File: src/rtl/dmi_req_sequencer.sv
// dmi_req_sequencer: pops DMI requests, runs them on the DM register bus with a timeout,
// and pushes exactly one response per popped request unless a DMI reset abandons it.
module dmi_req_sequencer #(
    parameter int ADDR_W  = 7,
    parameter int DATA_W  = 32,
    parameter int TIMEOUT = 255
) (
    input  logic                       clk_i,
    input  logic                       rst_i,
    input  logic                       dmi_rst_i,
    input  logic                       req_empty_i,
    input  logic [ADDR_W+DATA_W+1:0]   req_data_i,
    output logic                       req_pop_o,
    input  logic                       rsp_full_i,
    output logic [DATA_W+1:0]          rsp_data_o,
    output logic                       rsp_push_o,
    output logic                       fifo_flush_o,
    output logic                       dm_req_o,
    output logic                       dm_we_o,
    output logic [ADDR_W-1:0]          dm_addr_o,
    output logic [DATA_W-1:0]          dm_wdata_o,
    input  logic                       dm_gnt_i,
    input  logic                       dm_rvalid_i,
    input  logic [DATA_W-1:0]          dm_rdata_i,
    input  logic                       dm_err_i,
    output logic                       busy_o
);
    localparam int CW = $clog2(TIMEOUT + 1);
    localparam logic [1:0] OP_READ  = 2'd1;
    localparam logic [1:0] OP_WRITE = 2'd2;

    typedef enum logic [1:0] {IDLE, ISSUE, WAIT, RESP} state_e;

    state_e              state_q, state_d;
    logic [CW-1:0]       cnt_q, cnt_d;
    logic [ADDR_W-1:0]   addr_q, addr_d;
    logic [DATA_W-1:0]   wdata_q, wdata_d;
    logic [1:0]          op_q, op_d;
    logic [DATA_W-1:0]   rdata_q, rdata_d;
    logic [1:0]          resp_q, resp_d;
    logic                expire;

    always_ff @(posedge clk_i or posedge rst_i) begin
        if (rst_i) begin
            state_q <= IDLE;
            cnt_q   <= '0;
            addr_q  <= '0;
            wdata_q <= '0;
            op_q    <= '0;
            rdata_q <= '0;
            resp_q  <= '0;
        end else begin
            state_q <= state_d;
            cnt_q   <= cnt_d;
            addr_q  <= addr_d;
            wdata_q <= wdata_d;
            op_q    <= op_d;
            rdata_q <= rdata_d;
            resp_q  <= resp_d;
        end
    end

    assign expire = cnt_q == CW'(TIMEOUT - 1);

    always_comb begin
        state_d = state_q;
        cnt_d   = cnt_q;
        addr_d  = addr_q;
        wdata_d = wdata_q;
        op_d    = op_q;
        rdata_d = rdata_q;
        resp_d  = resp_q;
        case (state_q)
            IDLE: if (!req_empty_i) begin
                {addr_d, wdata_d, op_d} = req_data_i;
                cnt_d   = '0;
                rdata_d = '0;
                resp_d  = (req_data_i[1:0] == 2'd3) ? 2'd2 : 2'd0;
                state_d = (req_data_i[1:0] == OP_READ || req_data_i[1:0] == OP_WRITE) ? ISSUE : RESP;
            end
            ISSUE: begin
                cnt_d = cnt_q + 1'b1;
                if (dm_gnt_i) begin
                    state_d = WAIT;
                end else if (expire) begin
                    rdata_d = '0;
                    resp_d  = 2'd3;
                    state_d = RESP;
                end
            end
            WAIT: begin
                cnt_d = cnt_q + 1'b1;
                if (dm_rvalid_i) begin
                    rdata_d = (op_q == OP_READ) ? dm_rdata_i : '0;
                    resp_d  = dm_err_i ? 2'd2 : 2'd0;
                    state_d = RESP;
                end else if (expire) begin
                    rdata_d = '0;
                    resp_d  = 2'd3;
                    state_d = RESP;
                end
            end
            RESP: state_d = rsp_full_i ? RESP : IDLE;
            default: state_d = IDLE;
        endcase
        // DMI reset drops any in-flight request without a response
        if (dmi_rst_i) begin
            state_d = IDLE;
            cnt_d   = '0;
        end
    end

    always_comb begin
        req_pop_o    = !rst_i && !dmi_rst_i && state_q == IDLE && !req_empty_i;
        rsp_push_o   = !rst_i && !dmi_rst_i && state_q == RESP && !rsp_full_i;
        fifo_flush_o = !rst_i && dmi_rst_i;
        dm_req_o     = !rst_i && !dmi_rst_i && state_q == ISSUE;
        dm_we_o      = op_q == OP_WRITE;
        dm_addr_o    = addr_q;
        dm_wdata_o   = wdata_q;
        rsp_data_o   = {rdata_q, resp_q};
        busy_o       = state_q != IDLE;
    end
endmodule

File: config.mk
export PLATFORM = sky130hd
export DESIGN_NAME = dmi_req_sequencer
export DESIGN_NICKNAME = d
export VERILOG_FILES = /design/src/rtl/dmi_req_sequencer.sv
export SDC_FILE = /design/constraint.sdc
export NUM_CORES = 1
export LEC_CHECK = 0
export ABC_CLOCK_PERIOD_IN_PS = 3900
export CAP_MARGIN = 20
export CORE_MARGIN = 8
export CORE_UTILIZATION = 40
export DETAILED_ROUTE_END_ITERATION = 10
export PLACE_DENSITY = 0.78
export RECOVER_POWER = 50
export SKIP_CTS_REPAIR_TIMING = 1
export SLEW_MARGIN = 20
export SYNTH_ARGS = -nofsm -noshare
export SYNTH_HDL_FRONTEND = slang
export SYNTH_SLANG_ARGS = --single-unit
File: constraint.sdc
create_clock -name clk_i -period 3.9 [get_ports clk_i]
set_clock_uncertainty 0.15 [all_clocks]
set_input_delay 0.78 -clock clk_i [delete_from_list [all_inputs] [get_ports clk_i]]
set_output_delay 0.78 -clock clk_i [all_outputs]
set_load 0.02 [all_outputs]
==> results_dict.tcl <==
set metrics [dict create \
    setup_viol_count_final 0 \
    die_y_um 111 \
    die_area_um2 12300 \
    status "finished with violations" \
    grt_use_total_pct 16.4 \
    async_reset_ff_share_pct 100 \
    final_hold_viol_count 0 \
    relSlewSlack_pct -25.7 \
    place_hpwl_um 7480 \
    ys_types 35 \
    finalCritPeriodShare_pct 84.2 \
    rows 34 \
    cts_inserted_buffers 9 \
    yosysSeqAreaShare_pct 59.2 \
    synth-compound-area-share_pct 12.9 \
    synth_largest_area_cell "dfrtp_1" \
    yosysWarnings 0 \
    antenna_found_initial 0 \
    nets 597 \
    netlist_instances 352 \
    p_total_w 0.00354 \
    antenna_cells 0 \
    htree_levels 3 \
    cts_tree "built" \
    routedWlPerCell_um 16.2 \
    root_buffer "clkbuf_8" \
    critical_path_class "in2out" \
    drt_wl_total_um 10100 \
    io_buffers 159 \
    endpoint_kind "primary output" \
    clockBufferDepth 2 \
    overflow 0 \
    cp_max_fo 4 \
    fmax_mhz 305 \
    crit_path_start_kind "input pin" \
    ys_ff_latch 85 \
    clkLatencyLatePin_ns 0.34 \
    synth_area_per_cell_um2 10.2 \
    ios 160 \
    cts.reportedPaths.clkPinSlew_ns 0.08 \
    p_leak_nw 2.53 \
    maxCapViolCount 2 \
    grt_pass1_wl_um 16800 \
    muxShareOfSynthArea_pct 0 \
    synth_edf_count 0 \
    synthXorXnorAreaFrac_pct 0.488 \
    netlist.area_leader.share_pct 59.2 \
    holdWs_ns 0.325 \
    drv_slew 84 \
    synthFlopType "dfrtp_1" \
    violations "max-capacitance violations, max-slew violations" \
    tightest_slew_ns 1.88 \
    ant_nets 0 \
    synthesis.area_um2 3590 \
    gp_congestion 0.776 \
    final.setup.tns_ns 0 \
    post-route-drc-count 0 \
    crit_arrival_ns 2.35 \
    fillers 718 \
    drt_iter0_markers 151 \
    grt_max_degree 46 \
    cts_sinks 85 \
    synthTopCellsByArea "dfrtp_1 59%, nand2_1 14%, a22o_1 7.8%" \
    critical_path_required_ns 2.97 \
    coreArea_um2 8720 \
    synth_nets 441 \
    ys_top_cells_by_count "135 x nand2_1, 85 x dfrtp_1, 32 x a22o_1, 10 x a21oi_1, 9 x clkbuf_1" \
    p_per_area_nw_per_um2 647 \
    synth_top_family_by_area "simple AND/OR/NAND/NOR gates" \
    synth_most_common_cell "nand2_1" \
    rsz0062_at_grt "no" \
    fp.dieW_um 111 \
    synthAdderAreaFrac_pct 2.79 \
    vias 3034 \
    drt_first_pass_iters 4 \
    grt_pass1_vias 3177 \
    synthSimpleGateAreaFrac_pct 20.5 \
    drive_gt1_share_pct 4.68 \
    synthToLayoutAreaGrowth_pct 52.2 \
    ir_drop_mv 0.383 \
    period_needed_ns 3.28 \
    initial_core_util_pct 41.2 \
    hold_class "reg2reg" \
    drt-vias-per-instance 4.89 \
]
flip-flops by register name, indices dropped and copies added (netlist names):
name and count:
cnt_q 8, dm_addr_o 7, dm_wdata_o 32, op_q 2, rdata_q 32, resp_q 2
state_q 2
through the flow:
stage	util, %	instance area [um2]	setup WS, ns	instances
detailed placement	60.3	5260	0.705	605
floorplan	-	3590	0.777	352
global placement	60.3	5260	0.691	605
finish	62.7	5470	0.617	621
global route	62.7	5470	0.524	621
CTS	62.8	5470	0.687	621
layout make-up:
| cell class | instances | area [um2] | area share (%) |
|---|---|---|---|
| Tap cell | 108 | 135 | 2.47 |
| Multi-Input combinational cell | 241 | 1330 | 24.3 |
| Clock inverter | 5 | 83.8 | 1.53 |
| Inverter | 7 | 27.5 | 0.503 |
| Clock buffer | 11 | 131 | 2.40 |
| Sequential cell | 85 | 2130 | 38.9 |
| Timing Repair Buffer | 164 | 1640 | 29.9 |
cell families (layout without fill, tap and decap cells):
| family | after synthesis | count (layout) |
|---|---|---|
| and+or+nand+nor | 171 | 171 |
| buffers and inverters | 26 | 187 |
| DFF | 85 | 85 |
| xor gates and xnor gates | 2 | 2 |
| adders and majority gates | 8 | 8 |
| AOI/OAI and AO/OA | 60 | 60 |
layer usage:
metal	part of all wire, %	GRT usage (%)
met3	10	7.47
met5	0	0
met4	0.82	5.05
met2	45	25.5
met1	44	19.9
power by group:
part           switching [W]  internal, W
Sequential          0.000135      0.00112
Clock               0.000306     0.000364
Combinational       0.000934     0.000680
Total                0.00138      0.00216
layout by cell type, fill, tap and decap left out, drive strengths merged, types with 2 or more instances in the layout:
cell type / count
nand2: 135
buf: 4
o21a: 2
dfrtp: 85
dlygate4sd3: 3
bufinv: 2
o21ai: 7
a2bb2oi: 2
nor3: 3
nand2b: 2
nor2b: 6
nand3: 4
nor4: 2
a21oi: 10
ha: 8
inv: 7
nor3b: 2
and2: 4
a22o: 32
xor2: 2
clkinvlp: 3
o311ai: 2
nor4b: 3
clkbuf: 12
clkdlybuf4s50: 156
nor2: 7
final timing paths:
path	start	to	slack, ns	cells past startpoint
setup / recovery	req_empty_i	req_pop_o	0.62	4
hold reg to reg	dm_wdata_o[17]	dm_wdata_o[17]	0.33	2
hold / removal	dm_wdata_o[17]	dm_wdata_o[17]	0.33	2
min in group asynchronous	rst_i	cnt_q[0]	1.33	2
setup reg to reg	state_q[0]	cnt_q[6]	0.99	6
max in group asynchronous	rst_i	rdata_q[19]	1.35	3
worst max-delay path, cell delays in order:
cell and delay [ns]:
dlygate4sd3_1 0.59, nand2b_1 0.19, nor3_1 0.14, clkdlybuf4s50_1 0.65
Power figures use the tool's default switching activity.
